**config.mk**
```make
export PLATFORM = sky130hd
export DESIGN_NAME = stage_sequencer
export DESIGN_NICKNAME = d
export VERILOG_FILES = /design/src/rtl/stage_sequencer_pkg.sv /design/src/rtl/stage_sequencer_start_timer.sv /design/src/rtl/stage_sequencer.sv
export SDC_FILE = /design/constraint.sdc
export NUM_CORES = 1
export LEC_CHECK = 0
export BUFFER_PORTS_ARGS = -buffer_cell sky130_fd_sc_hd__buf_2
export CORE_AREA = 2 2 39 41
export DETAILED_ROUTE_END_ITERATION = 8
export DIE_AREA = 0 0 41 43
export SYNTH_ARGS = -nofsm -noshare
export SYNTH_HDL_FRONTEND = slang
export SYNTH_SLANG_ARGS = --single-unit
```
**constraint.sdc**
```tcl
create_clock -name clk_i -period 1.3 [get_ports clk_i]
set_clock_uncertainty 0.1 [all_clocks]
set_input_delay 0.26 -clock clk_i [delete_from_list [all_inputs] [get_ports clk_i]]
set_output_delay 0.26 -clock clk_i [all_outputs]
set_load 0.01 [all_outputs]
```
**src/rtl/stage_sequencer_pkg.sv**
```systemverilog
// Shared state encodings for the order-stage sequencer and its neighbours.
package stage_sequencer_pkg;

  typedef enum logic [2:0] {
    ST_STOPPED = 3'd0,
    ST_PRIME   = 3'd1,
    ST_ARMED   = 3'd2,
    ST_STAGE1  = 3'd3,
    ST_STAGE2  = 3'd4
  } state_t;

  function automatic logic is_running(input state_t s);
    return (s == ST_STAGE1) || (s == ST_STAGE2);
  endfunction

endpackage

```
**src/rtl/stage_sequencer_start_timer.sv**
```systemverilog
// Loadable down-counter timing the PRIME phase; zero flag decoded from the count register.
module start_timer #(
  parameter int W = 3
) (
  input  logic         clk_i,
  input  logic         rst_i,
  input  logic         load_i,
  input  logic [W-1:0] load_val_i,
  input  logic         dec_i,
  output logic         zero_o
);

  logic [W-1:0] cnt_q;
  logic [W-1:0] cnt_d;

  // Decrement saturates at zero so a late dec cannot wrap the count.
  always_comb begin
    cnt_d = cnt_q;
    if (load_i) begin
      cnt_d = load_val_i;
    end else if (dec_i && (cnt_q != '0)) begin
      cnt_d = cnt_q - 1'b1;
    end
  end

  always_ff @(posedge clk_i) begin
    if (rst_i) begin
      cnt_q <= '0;
    end else begin
      cnt_q <= cnt_d;
    end
  end

  assign zero_o = (cnt_q == '0);

endmodule

```
**src/rtl/stage_sequencer.sv**
```systemverilog
// Order-stage sequencer: start/prime/arm, then alternates stage 1 and stage 2 on epsep.
// Optional completed-order counter enabled by macro STAGE_ORDER_COUNT_EN.
module stage_sequencer
  import stage_sequencer_pkg::*;
#(
  parameter int START_DELAY = 4,
  parameter int CNT_W       = 16
) (
  input  logic             clk_i,
  input  logic             rst_i,
  input  logic             start_i,
  input  logic             stop_neg_i,
  input  logic             epsep_i,
  input  logic             stop_order_i,
  output logic             s1_o,
  output logic             s2_o,
  output logic             starter_neg_o,
  output logic             sep2_o,
`ifdef STAGE_ORDER_COUNT_EN
  output logic             running_o,
  output logic [CNT_W-1:0] order_count_o
`else
  output logic             running_o
`endif
);

  localparam int TMR_W = $clog2(START_DELAY + 1);
  localparam logic [TMR_W-1:0] TMR_LOAD = TMR_W'(START_DELAY - 1);

  state_t state_q;
  state_t state_d;
  logic   sep2_q;
  logic   sep2_d;
  logic   tmr_load;
  logic   tmr_dec;
  logic   tmr_zero;

  start_timer #(
    .W(TMR_W)
  ) u_start_timer (
    .clk_i      (clk_i),
    .rst_i      (rst_i),
    .load_i     (tmr_load),
    .load_val_i (TMR_LOAD),
    .dec_i      (tmr_dec),
    .zero_o     (tmr_zero)
  );

  always_ff @(posedge clk_i) begin
    if (rst_i) begin
      state_q <= ST_STOPPED;
      sep2_q  <= 1'b0;
    end else begin
      state_q <= state_d;
      sep2_q  <= sep2_d;
    end
  end

  // A stop request always beats progress, so PRIME aborts without kicking sep2.
  always_comb begin
    state_d  = state_q;
    sep2_d   = 1'b0;
    tmr_load = 1'b0;
    tmr_dec  = 1'b0;
    unique case (state_q)
      ST_STOPPED: begin
        if (start_i) begin
          state_d  = ST_PRIME;
          tmr_load = 1'b1;
        end
      end
      ST_PRIME: begin
        if (!stop_neg_i) begin
          state_d = ST_STOPPED;
        end else if (tmr_zero) begin
          state_d = ST_ARMED;
          sep2_d  = 1'b1;
        end else begin
          tmr_dec = 1'b1;
        end
      end
      ST_ARMED: begin
        if (!stop_neg_i) begin
          state_d = ST_STOPPED;
        end else if (epsep_i) begin
          state_d = ST_STAGE1;
        end
      end
      ST_STAGE1: begin
        if (epsep_i) begin
          state_d = stop_neg_i ? ST_STAGE2 : ST_STOPPED;
        end
      end
      ST_STAGE2: begin
        if (epsep_i) begin
          state_d = (stop_order_i || !stop_neg_i) ? ST_STOPPED : ST_STAGE1;
        end
      end
      default: state_d = ST_STOPPED;
    endcase
  end

  always_comb begin
    s1_o          = (state_q == ST_STAGE1);
    s2_o          = (state_q == ST_STAGE2);
    starter_neg_o = (state_q != ST_STOPPED);
    running_o     = is_running(state_q);
    sep2_o        = sep2_q;
  end

`ifdef STAGE_ORDER_COUNT_EN
  logic [CNT_W-1:0] order_cnt_q;
  logic [CNT_W-1:0] order_cnt_d;

  // Every stage-2 end completes an order, including one that stops the machine.
  always_comb begin
    order_cnt_d = order_cnt_q;
    if ((state_q == ST_STAGE2) && epsep_i) begin
      order_cnt_d = order_cnt_q + 1'b1;
    end
  end

  always_ff @(posedge clk_i) begin
    if (rst_i) begin
      order_cnt_q <= '0;
    end else begin
      order_cnt_q <= order_cnt_d;
    end
  end

  assign order_count_o = order_cnt_q;
`endif

endmodule

```
* Word-level counts from Yosys, hierarchy flattened
Cells that the tools add are included.
** Cells by class
- Add/sub/neg operators :: 1
- Eq/ne operators :: 9
- Muxes and demuxes :: 18
- Bitwise logic cells :: 2
- Reduce and logical (&&, ||, !) cells :: 12
** Operators by type and width (count)
- 2-to-1 mux 3 bit :: 8
- one-hot mux 3 bit (5 select lines) :: 1
- == test 3 x 2 -> 1 bit, second input constant :: 2
- zero test 3 bit :: 2
- 2-to-1 mux 1 bit :: 6
- 2-to-1 mux 2 bit :: 3
- inequality test 2 bit, second input constant :: 3
- inequality test 3 bit, second input constant :: 2
- nonzero test 3 bit :: 2
- AND reduction 5 bit :: 1
- == test 3 x 1 -> 1 bit, second input constant :: 1
- == test 3 bit, second input constant :: 1
- OR reduction 3 bit :: 1
- subtractor 3 x 1 -> 3 bit, second input constant :: 1
- logical OR 1 bit :: 2
- inverter 1 bit :: 2
- nonzero test 2 bit :: 1
- OR reduction 2 bit :: 1
- logical AND 1 bit :: 1
- zero test 1 bit :: 1
** Storage, ports and cells
- Register bits :: 7
- Logic and storage cells :: 46

* Depth between registers and ports, before layout
Gate-level depths: netlist (run 1).
- Depth after elaboration :: 7
- Depth in mapped cells :: 6
- Mapped depth without buffers :: 6

* By module
A second synthesis (run 1) with hierarchy kept.
** Unflattened totals
- Cell total of the unflattened synthesis :: 62
- Area, all modules :: 495.5 µm²
** By module, submodules not included
- stage_sequencer :: instances 1, cells an instance 41, area each 312.8 µm², seq. area each 80.1 µm²
- start_timer :: instances 1, cells an instance 21, area each 182.7 µm², seq. area each 60.1 µm²

* Worst setup path after synthesis (run 1)
OpenSTA, ideal clock, no wires.
- Path type :: register to register
- Start point :: reg state_q[1]
- End point :: reg state_q[0]
- Library setup time :: 72 ps
- Arrival time :: 1260 ps
- Data required time :: 1128 ps
- Setup slack :: -132 ps
- Stages on the path, launching flop included :: 5
- Path buffers :: 1
- Period minus slack after synthesis :: 1432 ps
- Cell sequence :: dfxtp_1 > buf_6 > or3_4 > o221ai_2 > mux2i_1
** Between the ends
- Cells in the longest elaborated chain, start to end :: 3
** Ends and longest elaborated chain
- start: declaration :: RTL line stage_sequencer.sv:30 : state_t state_q;
- start signal: assignment :: RTL line stage_sequencer.sv:54 : state_q <= state_d;
- == test 3 x 1 -> 1 bit, or another cell as far along :: RTL line stage_sequencer.sv:65 : unique case (state_q)
- inequality test 3 bit (no line) or inequality test 2 bit (tied branches)
- AND reduction 5 bit (no line)
Several ways; a longest one is shown, not always the timed one.
A chain may end at the register's enable or synchronous reset.

* Worst setup path after layout (run 1)
- Start point :: reg state_q[0]
- End point :: out running_o
** Between the ends
- Cells in the longest elaborated chain, start to end :: 2
** Ends and longest elaborated chain
- == test 3 x 2 -> 1 bit or == test 3 bit (tied branches) :: RTL line stage_sequencer_pkg.sv:13 : return (s == ST_STAGE1) || (s == ST_STAGE2);
- logical OR 1 bit * :: RTL line stage_sequencer_pkg.sv:13
- end: declaration :: RTL line stage_sequencer.sv:23 : output logic running_o
Every way passes the cells marked *; elsewhere a longest branch is shown, timed or not.

==> results.json, run 1 <==
{
  "p_leak_nw": 0.324,
  "ir_drop_mv": 0.792,
  "dieArea_sq_um": 1760,
  "cts.path.max_buffers": 2,
  "ant_nets": 0,
  "place.gp.congestion": 0.768,
  "critPathMaxFanout": 4,
  "wire_per_inst_um": 11.7,
  "htree_levels": 1,
  "vias": 461,
  "synth_nets": 59,
  "initial_utilization": 0.337,
  "crit_family": "simple AND/OR/NAND/NOR gates",
  "rrSetupSlack_ns": -0.20,
  "synth_top_area_cell": "dfxtp_1",
  "cts_tree": "built",
  "drv_slew": 0,
  "first_pass_iters": 2,
  "clock_sinks": 7,
  "yosys_register_bits": 7,
  "final_cell_mix": "buf_4 (15), buf_2 (7), buf_6 (4)",
  "final_common_cell": "buf_4",
  "rsz0062_at_grt": "true",
  "io-pin-count": 11,
  "gr-total-overflow": 0,
  "place_hpwl_um": 812,
  "vias_per_cell": 4.80,
  "clk_latency_ns": 0.25,
  "drive_gt1_frac": 0.613,
  "path_class": "flip-flop to output port",
  "multi_input_area_sq_um": 359,
  "antenna_found_initial": 0,
  "drt_iter0_drc": 2,
  "yosysSeqAreaShare": 0.300,
  "finalCritPeriodShare": 1.23,
  "end_kind": "output port",
  "cp_cell_sequence": "nor2b_4 -> and2_4 -> or2_4 -> buf_6",
  "report.final.hold_viol_count": 0,
  "fmax_ghz": 0.628,
  "pre_cts_ws_ns": -0.144,
  "avgSynthCellArea_sq_um": 9.15,
  "cp_slowest_cell": "dfxtp_4",
  "die_h_um": 43,
  "syn_area_sq_um": 467,
  "finish.net_count": 89,
  "maxCapViolCount": 0,
  "clk_pin_slew_ns": 0.05,
  "track_usage": 0.163,
  "core_sq_um": 1380,
  "die_x_um": 41,
  "violations": "setup timing",
  "finalSetupViolCount": 9,
  "final-seq-area_sq_um": 151,
  "ctsRootBufferMaster": "clkbuf_4",
  "startpoint_type": "flip-flop",
  "cts_buffers": 3,
  "synth.top_cell.area_share": 0.300,
  "setup_slack_ns": -0.293,
  "drc": 0,
  "yosysWarnings": 0,
  "relSlewSlack": 0.779,
  "yosysUniqueCellTypes": 30,
  "slowest_delay_ns": 0.35,
  "ys.flop_type": "dfxtp_1",
  "power_density_nw_per_um2": 1450,
  "outcome": "complete, but fails checks",
  "wl_um": 1120,
  "rows": 14,
  "crit_buf_inv": 1,
  "crit_required_ns": 0.94,
  "synthToLayoutAreaGrowth_pct": 63.0,
  "grt_max_degree": 9,
  "tightest_slew_ns": 0.328,
  "fin_crit_ns": 1.59,
  "grt_pass1_vias": 457,
  "min_path_type": "input port to flip-flop",
  "synthArstFlopShare": 0,
  "portBuffers": 10,
  "fillers": 119,
  "n_antenna_cell": 0,
  "arrival_ns": 1.23,
  "power_w": 0.00111,
  "synth_edf_count": 0,
  "cts_hold_buf": 0,
  "synth_cells": 51,
  "grt_pass1_wl_um": 1920,
  "netlist_top_cells_area": "dfxtp_1 (30%), mux2i_1 (6.4%), ha_1 (5.4%)"
}
==> per-layer routing <==
metal	vias to the layer above	wire length [um]	GRT usage
met5	-	0	0
met4	0	0	0.0200
met3	0	38	0.0785
met2	5	621	0.275
met1	220	460	0.181
li1	236	-	-
==> cell usage after synthesis (2+ instances only) <==
library cell and number:
dfxtp_1 7, nor2b_1 3, nor2_1 2, mux2i_1 3, ha_1 2, nor3_1 2, nand2b_1 4, nand2_1 2
inv_1 3, a21oi_1 2, o21ai_0 2
==> cell families (layout without fill, tap and decap cells) <==
logic type,after synthesis,in the layout,synth area share
and+or+nand+nor,24,24,0.338
AOI/OAI and AO/OA,8,8,0.126
DFF,7,7,0.300
muxes,4,4,0.0965
buffers and inverters,4,33,0.0483
adders and majority gates,2,2,0.0536
xor gates and xnor gates,2,2,0.0375
==> registers in the layout (all words and copies together) (netlist names) <==
name	flops
sep2_o	1
state_q	3
u_start_timer.cnt_q	3
==> where the power goes <==
part | total, W | switching [W] | leakage (nW) | internal (W)
sequential | 0.000303 | 0.0000380 | 0.0597 | 0.000265
combinational | 0.000607 | 0.000250 | 0.249 | 0.000357
clock | 0.000197 | 0.0000799 | 0.0150 | 0.000117
==> repair_timing <==
action / 4_1_cts / 5_1_grt
resized for setup: 12 / 2
endpoints found under the setup margin: 9 / 10
buffers inserted: 3 / 2
hold endpoints to repair: 0 / 0
cloned: 0 / 0
pin swaps: 1 / 4
==> cell type report <==
| type | count | share of cell area |
|---|---|---|
| clock buffer | 4 | 0.0345 |
| inverter | 3 | 0.0148 |
| multi-input combinational | 40 | 0.472 |
| sequential | 7 | 0.199 |
| tap | 16 | 0.0263 |
| timing repair buffer | 26 | 0.253 |
==> final timing paths <==
check / start / endpoint / cells after the start
worst min register to register: state_q[2] / state_q[2] / 2
worst max register to register: state_q[0] / state_q[0] / 6
worst max-delay path: state_q[0] / running_o / 4
worst min-delay path: rst_i / u_start_timer.cnt_q[1] / 2
==> stage by stage <==
stage / hold slack [ns] / utilization / cell area (sq um) / cells / TNS (ns)
finish: 0.160 / 0.550 / 761 / 96 / -1.68
global route: 0.157 / 0.550 / 761 / 96 / -2.41
CTS: 0.149 / 0.532 / 736 / 94 / -1.84
detailed placement: 0.417 / 0.459 / 636 / 87 / -0.700
global placement: 0.421 / 0.459 / 636 / 87 / -0.648
floorplan: 0.215 / - / 494 / 51 / -0.274
No activity file was read; power rests on OpenSTA's default activity.
==> inputs of run 2 (changes only) <==
==> constraint.sdc (replaced) <==
create_clock -name clk_i -period 1.6 [get_ports clk_i]
set_clock_uncertainty 0.1 [all_clocks]
set_input_delay 0.32 -clock clk_i [delete_from_list [all_inputs] [get_ports clk_i]]
set_output_delay 0.32 -clock clk_i [all_outputs]
set_load 0.01 [all_outputs]
==> run 2 against run 1 <==
- the run still ends with setup timing left
- sequential cell count stayed put
- via count is 6.3% lower
- clock power is 19% lower
- sequential power is 22% lower
- die area stayed put
- utilization is 9.2 points lower
- worst setup slack better by 0.23 ns
- wire length is 7.1% lower
- critical path depth stayed put
- final area is 17% lower
- global-route usage is 1.4 points lower
- power is 31% lower
- largest cell class unchanged
- largest power group unchanged
==> results.json, run 2 (synthesized netlist as in run 1, its figures left out) <==
{
  "outcome": "complete, but fails checks",
  "violations": "setup timing",
  "use_met1": 0.181,
  "vias_per_cell": 5.08,
  "crit_path_end": "running_o",
  "r2r-start": "state_q[2]",
  "end_kind": "output port",
  "vias": 432,
  "fin_crit_ns": 1.66,
  "drt_iter0_drc": 8,
  "die_h_um": 43,
  "ir_drop_mv": 0.544,
  "drive_gt1_frac": 0.435,
  "rsz0062_at_grt": "true",
  "grt_pass1_vias": 418,
  "core_sq_um": 1380,
  "path_class": "flip-flop to output port",
  "wire_per_inst_um": 12.2,
  "power_density_nw_per_um2": 1210,
  "tightest_slew_ns": 0.408,
  "busiest_layer": "met2",
  "htree_levels": 1,
  "antenna_found_initial": 0,
  "portBuffers": 10,
  "fmax_ghz": 0.602,
  "cts_tree": "built",
  "fin_util": 0.458,
  "clk_pin_slew_ns": 0.05,
  "wl_um": 1040,
  "finalSetupViolCount": 2,
  "dpl.cell_count": 78,
  "gr-total-overflow": 0,
  "fin_area_sq_um": 633,
  "cts_buffers": 3,
  "clock_sinks": 7,
  "dieArea_sq_um": 1760,
  "timing.rr.end": "u_start_timer.cnt_q[1]",
  "critPathMaxFanout": 3,
  "grt_util_met2": 0.238,
  "ff2ff_path_depth": 6,
  "setup_slack_ns": -0.0618,
  "ctsRootBufferMaster": "clkbuf_4",
  "setup-tns-final_ns": -0.0850,
  "report.final.hold_viol_count": 0,
  "startpoint": "state_q[2]",
  "finish.net_count": 78,
  "relSlewSlack": 0.725,
  "arrival_ns": 1.24,
  "rows": 14,
  "hold_slack_ns": 0.233,
  "synthToLayoutAreaGrowth_pct": 35.7,
  "track_usage": 0.149,
  "n_antenna_cell": 0,
  "place_hpwl_um": 736,
  "initial_utilization": 0.337,
  "p_leak_nw": 0.265,
  "place_area_sq_um": 541,
  "grt_pass1_wl_um": 1790,
  "finalNonFillerCells": 85,
  "startpoint_type": "flip-flop",
  "crit_required_ns": 1.18,
  "rrSetupSlack_ns": 0.02,
  "fillers": 134,
  "first_pass_iters": 3,
  "finalCritPeriodShare": 1.04,
  "io-pin-count": 11,
  "drv_slew": 0,
  "maxCapViolCount": 0,
  "clk_latency_ns": 0.25,
  "final_common_cell": "buf_2",
  "final_cell_mix": "buf_2 (8), nand2b_1 (4), buf_6 (4), dfxtp_1 (4)",
  "place.gp.congestion": 0.700,
  "ant_nets": 0,
  "die_x_um": 41,
  "cts.path.max_buffers": 2,
  "use_met3": 0.0366,
  "drc": 0,
  "grt_max_degree": 11,
  "min_path_type": "input port to flip-flop"
}
run 2: cell count changes in the layout (fill, tap and decap cells not counted), moves of 2 or more:
cell,change
inv_1,+2
inv_2,-2
dfxtp_1,+2
buf_4,-12
run 2: routing by layer:
metal | up-vias | wire length [um]
li1 | 215 | -
met1 | 208 | 490
met2 | 7 | 517
met3 | 2 | 17
met4 | 0 | 14
met5 | - | 0
run 2: report_power, final:
group          total (W)  internal, W  switching [W]
combinational   0.000371     0.000204       0.000167
sequential      0.000235     0.000208      0.0000268
clock           0.000159    0.0000951      0.0000638
run 2: layout make-up:
class | count | area, sq um | area share
Clock buffer | 4 | 26.3 | 0.0415
Tap cell | 16 | 20.0 | 0.0316
Inverter | 3 | 11.3 | 0.0178
Timing Repair Buffer | 15 | 108 | 0.170
Sequential cell | 7 | 146 | 0.231
Multi-Input combinational cell | 40 | 322 | 0.508
run 2: through the flow:
stage | setup slack (ns) | total power (W)
finish | -0.0618 | 0.000765
global route | -0.0803 | 0.000824
CTS | -0.0283 | 0.000749
detailed placement | 0.106 | 0.000529
global placement | 0.113 | 0.000527
floorplan | 0.145 | 0.000455
run 2: worst min-delay path by stage:
stage / slack (ns) / to / depth (start not counted) / from
after floorplan: 0.28 / u_start_timer.cnt_q[1] / 1 / rst_i
after global placement: 0.45 / sep2_o / 3 / state_q[2]
after detailed placement: 0.45 / u_start_timer.cnt_q[2] / 2 / u_start_timer.cnt_q[2]
after CTS: 0.22 / u_start_timer.cnt_q[1] / 2 / rst_i
after global routing: 0.22 / u_start_timer.cnt_q[1] / 2 / rst_i
final: 0.23 / u_start_timer.cnt_q[1] / 2 / rst_i
run 2: timing repair:
action | in CTS | in global routing
endpoints found under the setup margin | 2 | 3
pin swaps | 1 | 4
hold buffers | 0 | 0
resized for setup | 12 | 1
buffers inserted | 2 | 1
run 2: critical path, cell delays in order, from the launching register on:
cell and delay, ns:
dfxtp_4 0.35, buf_6 0.11, nor3b_4 0.15, or2_4 0.26, buf_6 0.12
